===== src/rtl/uart_simple_core.sv =====
// Minimal 8N1 UART: free-running baud tick, transmitter and tick-sampled receiver on one clock.
// Define UART_SIMPLE_LOOPBACK_EN to feed the receiver from the internal tx_line instead of rx_line.
module uart_simple_core #(
  parameter int unsigned CLK_HZ = 50_000_000,
  parameter int unsigned BAUD   = 115200
) (
  input  logic       clk,
  input  logic       rst,
  input  logic       start,
  input  logic [7:0] data_in,
  output logic       tx_line,
  output logic       busy,
  output logic       done,
  input  logic       rx_line,
  output logic [7:0] rx_data,
  output logic       rx_valid
);

  localparam int unsigned DIV   = CLK_HZ / BAUD;
  localparam int unsigned CNT_W = (DIV > 1) ? $clog2(DIV) : 1;

  typedef enum logic [2:0] {TX_IDLE, TX_SYNC, TX_START, TX_DATA, TX_STOP} tx_state_t;
  typedef enum logic [1:0] {RX_IDLE, RX_START, RX_DATA, RX_STOP} rx_state_t;

  // Baud generator: one-clock tick every DIV clocks
  logic [CNT_W-1:0] baud_cnt;
  logic             baud_tick_c;

  assign baud_tick_c = (baud_cnt == CNT_W'(DIV - 1));

  always_ff @(posedge clk or negedge rst) begin
    if (!rst) baud_cnt <= '0;
    else      baud_cnt <= baud_tick_c ? '0 : baud_cnt + CNT_W'(1);
  end

  // Transmitter
  tx_state_t  tx_state, tx_state_d;
  logic [7:0] tx_data, tx_data_d;
  logic [2:0] tx_idx, tx_idx_d;
  logic       tx_line_d, busy_d, done_d;

  always_ff @(posedge clk or negedge rst) begin
    if (!rst) begin
      tx_state <= TX_IDLE;
      tx_data  <= 8'h00;
      tx_idx   <= 3'd0;
      tx_line  <= 1'b1;
      busy     <= 1'b0;
      done     <= 1'b0;
    end else begin
      tx_state <= tx_state_d;
      tx_data  <= tx_data_d;
      tx_idx   <= tx_idx_d;
      tx_line  <= tx_line_d;
      busy     <= busy_d;
      done     <= done_d;
    end
  end

  always_comb begin
    tx_state_d = tx_state;
    tx_data_d  = tx_data;
    tx_idx_d   = tx_idx;
    done_d     = 1'b0;
    case (tx_state)
      TX_IDLE: if (start) begin
        tx_data_d  = data_in;
        tx_idx_d   = 3'd0;
        tx_state_d = TX_SYNC;
      end
      TX_SYNC:  if (baud_tick_c) tx_state_d = TX_START;
      TX_START: if (baud_tick_c) begin
        tx_idx_d   = 3'd0;
        tx_state_d = TX_DATA;
      end
      TX_DATA: if (baud_tick_c) begin
        if (tx_idx == 3'd7) tx_state_d = TX_STOP;
        else                tx_idx_d   = tx_idx + 3'd1;
      end
      TX_STOP: if (baud_tick_c) begin
        tx_state_d = TX_IDLE;
        done_d     = 1'b1;
      end
      default: tx_state_d = TX_IDLE;
    endcase
    // Outputs are registered from the next state so the line changes on the tick edge
    case (tx_state_d)
      TX_START: tx_line_d = 1'b0;
      TX_DATA:  tx_line_d = tx_data_d[tx_idx_d];
      default:  tx_line_d = 1'b1;
    endcase
    busy_d = (tx_state_d != TX_IDLE);
  end

  // Receiver input selection and 2-flop synchronizer
  logic       rx_src;
  logic [1:0] rx_sync;
  logic       rx_s;

`ifdef UART_SIMPLE_LOOPBACK_EN
  logic unused_rx_line;
  assign unused_rx_line = rx_line;
  assign rx_src         = tx_line;
`else
  assign rx_src = rx_line;
`endif

  always_ff @(posedge clk or negedge rst) begin
    if (!rst) rx_sync <= 2'b11;
    else      rx_sync <= {rx_sync[0], rx_src};
  end
  assign rx_s = rx_sync[1];

  // Receiver: armed once the line is seen high in IDLE, samples only on the tick
  rx_state_t  rx_state, rx_state_d;
  logic [7:0] rx_shift, rx_shift_d;
  logic [2:0] rx_idx, rx_idx_d;
  logic       rx_armed, rx_armed_d;
  logic [7:0] rx_data_d;
  logic       rx_valid_d;

  always_ff @(posedge clk or negedge rst) begin
    if (!rst) begin
      rx_state <= RX_IDLE;
      rx_shift <= 8'h00;
      rx_idx   <= 3'd0;
      rx_armed <= 1'b0;
      rx_data  <= 8'h00;
      rx_valid <= 1'b0;
    end else begin
      rx_state <= rx_state_d;
      rx_shift <= rx_shift_d;
      rx_idx   <= rx_idx_d;
      rx_armed <= rx_armed_d;
      rx_data  <= rx_data_d;
      rx_valid <= rx_valid_d;
    end
  end

  always_comb begin
    rx_state_d = rx_state;
    rx_shift_d = rx_shift;
    rx_idx_d   = rx_idx;
    rx_armed_d = rx_armed;
    rx_data_d  = rx_data;
    rx_valid_d = 1'b0;
    case (rx_state)
      RX_IDLE: begin
        if (rx_s) rx_armed_d = 1'b1;
        if (rx_armed && !rx_s) begin
          rx_armed_d = 1'b0;
          rx_state_d = RX_START;
        end
      end
      RX_START: if (baud_tick_c) begin
        rx_idx_d   = 3'd0;
        rx_state_d = rx_s ? RX_IDLE : RX_DATA;
      end
      RX_DATA: if (baud_tick_c) begin
        rx_shift_d = {rx_s, rx_shift[7:1]};
        if (rx_idx == 3'd7) rx_state_d = RX_STOP;
        else                rx_idx_d   = rx_idx + 3'd1;
      end
      RX_STOP: if (baud_tick_c) begin
        if (rx_s) begin
          rx_data_d  = rx_shift;
          rx_valid_d = 1'b1;
        end
        rx_state_d = RX_IDLE;
      end
      default: rx_state_d = RX_IDLE;
    endcase
  end

endmodule


===== config.mk =====
export PLATFORM = sky130hd
export DESIGN_NAME = uart_simple_core
export DESIGN_NICKNAME = d
export VERILOG_FILES = /design/src/rtl/uart_simple_core.sv
export SDC_FILE = /design/constraint.sdc
export NUM_CORES = 1
export LEC_CHECK = 0
export ABC_AREA = 1
export CAP_MARGIN = 0
export CORE_AREA = 8 8 100 102
export CTS_CLUSTER_SIZE = 10
export DETAILED_ROUTE_END_ITERATION = 10
export DIE_AREA = 0 0 108 110
export GPL_TIMING_DRIVEN = 0
export PLACE_DENSITY = 0.53
export SYNTH_ARGS = -nofsm -noshare
export SYNTH_HDL_FRONTEND = slang
export SYNTH_SLANG_ARGS = --single-unit

===== constraint.sdc =====
create_clock -name clk -period 5 [get_ports clk]
set_clock_uncertainty 0.2 [all_clocks]
set_input_delay 0.5 -clock clk [delete_from_list [all_inputs] [get_ports clk]]
set_output_delay 0.5 -clock clk [all_outputs]
set_load 0.01 [all_outputs]

# == After elaboration in Yosys (flattened, before gate mapping) ==
# Cells that the tools add are included.
# totals
regBits,51
inputBits,12
out_inout_bits,12
# classes
n_lt_le_gt_ge,1
eq_ne,18
reduce_logical,12
n_mux,36
add_sub_neg,3
# ops
op,n
3-bit two-way mux,13
8-bit two-way mux,2
3-bit case mux with 5 select lines,1
3-bit by 2-bit == test with 1-bit output (second input constant),4
2-bit two-way mux,6
2-bit != test (second input constant),6
9-bit by 1-bit adder with 9-bit output (second input constant),1
3-bit == test (second input constant),3
9-bit == test (second input constant),1
9-bit two-way mux,1
3-bit case mux with 3 select lines,1
1-bit two-way mux,8
2-bit case mux with 4 select lines,1
3-bit by 1-bit adder with 3-bit output (second input constant),2
3-bit case mux with 2 select lines,1
5-bit AND reduction,1
2-bit == test (second input constant),2
3-bit by 4-bit less-than comparator with 1-bit output (second input constant),1
2-bit AND reduction,2
4-bit AND reduction,1
2-bit nonzero test,2
1-bit binary-select mux with 3-bit select,1
3-bit by 1-bit == test with 1-bit output (second input constant),1
3-bit logical NOT,1
other kinds (7),7

# == Longest topological paths before layout ==
# logic_depth
depth_word,7
depth_mapped,14
depth_no_buf,14

# == Worst setup path after synthesis ==
# No wires, ideal clock.
# synth_timing
path_kind,reg-to-reg
start,register baud_cnt[1]
end,register (tool-made name)
arrival_ps,1495
stages_incl_launch_ff,11
path_buffers,0
setup_time_ps,120
required_time_ps,4680
path_slack_ps,3185
period_less_slack_ps,1815
path_cell_list,dfrtp_1 > inv_1 > ha_1 > nand2_1 > nor2_2 > nand2_4 > a21oi_1 > inv_1 > nor2_2 > a21oi_1 > a31o_2
# synth_lines
item,line,source
from (decl),26,logic [CNT_W-1:0] baud_cnt;
from (signal assigned),33,else baud_cnt <= baud_tick_c ? '0 : baud_cnt + CNT_W'(1);

# == Final worst setup path ==
# layout_timing
start,input start
end,register tx_line
# layout_via
elab_chain_cells,5
word_cells_on_any_way,11
classes_between,eq/ne: 2; mux: 9
# layout_rtl
item,line,source
from (decl),9,"input logic start,"
3-bit two-way mux / 8-bit two-way mux (equally long branches),66,TX_IDLE: if (start) begin
3-bit case mux with 3 select lines / 8-bit two-way mux (equally long branches),65,case (tx_state)
1-bit binary-select mux with 3-bit select,89,TX_DATA: tx_line_d = tx_data_d[tx_idx_d];
1-bit two-way mux (not written as such),89,
1-bit case mux with 2 select lines *,87,case (tx_state_d)
via tx_line_d,40,"logic tx_line_d, busy_d, done_d;"
to (signal assigned),54,tx_line <= tx_line_d;
to (decl),11,"output logic tx_line,"
# Mark *: on every way through the listed nets, which the timed path passes. The rest lies on a longest branch. The select of a mux whose other input is x is not followed.
# A chain may end at the register's enable or synchronous reset.

==> run metrics <==
RSZ-0062 raised after global routing no; Layout Utilization 34.8%; Slowest-stage cell, CP clkdlybuf4s50_1; Post-Syn Instances 277; status completed; CP dominant cell by count nand3_1; average wire per cell in the routed design 10.9 µm; number of diodes 0; antenna-violating nets left 0; CTS hold repair buffers 1; DRT Wirelength 4.55 mm; vias after detailed routing 1812; violation count after the first detailed-route iteration 65; placed cell area 0.00282 mm²; Worst R2R Setup Slack 3.00 ns; Yosys reg bits 51; Final Hold Viols 0; min-delay src rx_sync[0]; Avg Cell Area, Syn 8.82 µm²; Final Cell Area 0.00295 mm²; H-tree Lvls 2; Max Transition Viols Final 0; Area growth syn-to-layout 20.5%; FF-to-FF Start baud_cnt[1]; CP endpoint tx_line; first-pass iteration count of the detailed router 4; Buf/Inv on CP 2; Mapped Nets 294; Nets 326; crit-path leading delay family buffers and inverters; GRT overflow 0; routability cong. 0.827; layout cells sized above 1 13.9%; Reg-to-Reg End tx_line; Synth area leaders dfrtp_1, nand2_1, inv_1, o21ai_0, nand3_1; reg2reg path depth 14; leakage power 1.39 nW; global-route wire length before repair 8.02 mm; WS Path Type in2reg; Post-CTS Repair Setup Buffers 0; area fraction of the dominant cell type after synthesis 49.2%; Reg clk slew, reported paths 0.10 ns; final setup fails 0; crit-path max FO 10; total power 0.000924 W; Synth Warn # 0; clock net sink count 51; CTS tree built; Worst setup EP type flop; Post-CTS Resized 0; CP arrival 2.12 ns; core area 0.00847 mm²; Cell variety after synth 34; Die ar. 0.0119 mm²; crit-path cells clkdlybuf4s50_1, nand3_2, buf_2, o21ai_0, nand3_1, nand3_1, nand3_1, nand3_1, nand2_1; die width 108 µm; Slew @ Worst Pin 0.560 ns; Max stage delay on crit path 0.53 ns; Vias/cell 4.33; fin crit share 41.4%; hpwl dp 3.47 mm; Slew Limit Headroom 62.7%; clk buf depth 2; row count 34; number of max-cap violations 0; setup total negative slack 0 ns; peak supply drop 0.134 mV; Worst Path Required 5.05 ns; Hold Crit Class reg2reg; Cell Area, Synth 0.00244 mm²; critical path depth 9; CP Launch Type input port; largest net degree at the start of global routing 29; vias in the first global route 1790; cell type with the largest total area after synthesis dfrtp_1; drt drc 0; initial core utilization 28.9%; Max Clock Freq 483 MHz; Die Ht 110 µm; post-synthesis sequential area ratio 52.4%; GRT Resource Usage Total 8.40%; clk_lat worst skew 0.31 ns; I/O Pins 24; Final Critical Period 2.07 ns; root buffer cell clkbuf_8; Power Density 314 mW/mm²; IO Port Bufs 23; CP Launch Point start; cts bufs inserted 5; initial antenna violation count 0
==> cell families after synthesis <==
kind of cell / count (synthesis) / synth area share (%)
AO/OA/AOI/OAI: 48 / 11.0
XOR/XNOR: 2 / 0.717
adder cells (fa/ha/maj): 5 / 2.56
buffers and inverters: 58 / 9.11
flip-flops: 51 / 52.4
AND/OR/NAND/NOR: 113 / 24.2
==> stage by stage <==
stage               hold WS [ns]  std cells  setup slack (ns)
global placement           0.147        408              1.66
global route               0.165        418              2.77
CTS                        0.162        418              2.91
finish                     0.162        418              2.93
floorplan                0.00441        277              3.18
detailed placement         0.147        409              2.57
==> sequential cells by signal, indices dropped and copies added (netlist names), 2 cells and up, named ones only <==
register  count
baud_cnt      9
rx_data       8
rx_idx        3
rx_shift      8
rx_sync       2
tx_data       8
tx_idx        3
tx_state      3
==> where the power goes <==
group | internal, W | leakage [nW] | switching (W)
combinational | 0.0000622 | 0.686 | 0.0000977
sequential | 0.000450 | 0.646 | 0.0000182
clock | 0.000151 | 0.0558 | 0.000145
==> layout by cell type (no fill, tap or decap), types with 2 or more instances in the layout <==
cell type,n
nand2_1,50
inv_1,48
dfrtp_1,48
clkdlybuf4s50_1,22
o21ai_0,19
nand3_1,18
nor2_1,17
a21oi_1,11
o21ai_1,9
nor3_1,7
inv_2,5
ha_1,5
clkbuf_8,5
nor2_2,4
nand2_2,4
buf_2,4
nand2_4,3
dfstp_2,3
o21ai_2,2
nor3_2,2
nand3_4,2
xor2_1,2
a22o_1,2
==> per-layer routing <==
layer / vias to the layer above / track usage, % / share of wire, %
met5: - / 0 / 0
li1: 942 / - / -
met2: 25 / 14.3 / 48
met4: 0 / 4.06 / 1.6
met1: 840 / 9.84 / 48
met3: 5 / 1.86 / 3.0
==> layout make-up <==
type	instances	area, µm²
Clock buffer	6	72.6
Sequential cell	51	1280
Inverter	55	208
Buffer	3	15.0
Tap cell	108	135
Clock inverter	2	38.8
Fill cell	861	5520
Multi-Input combinational cell	168	941
Timing Repair Buffer	25	255
==> cell usage after synthesis <==
cell type  instances
nand2_1           50
dfrtp_1           48
inv_1             48
o21ai_0           19
nand3_1           18
nor2_1            17
a21oi_1           11
o21ai_1            9
nor3_1             7
ha_1               5
inv_2              5
nand2_2            4
nor2_2             4
buf_2              3
dfstp_2            3
nand2_4            3
a22o_1             2
nand3_4            2
nor3_2             2
o21ai_2            2
xor2_1             2
a211oi_1           1
a31o_2             1
a31oi_1            1
clkinv_1           1
clkinv_2           1
nand3_2            1
nand3b_1           1
nand4_1            1
nor2_4             1
nor2_8             1
nor4_4             1
o21a_1             1
o32ai_1            1
==> how the worst min path moves through the flow <==
stage                                       endpoint  cells after the start
after floorplan           asynchronous set/reset pin                      0
after global placement                    rx_sync[1]                      0
after detailed placement                  rx_sync[1]                      0
after CTS                                 rx_sync[1]                      0
after global routing                      rx_sync[1]                      0
final                                     rx_sync[1]                      0
Power figures use the tool's default switching activity.
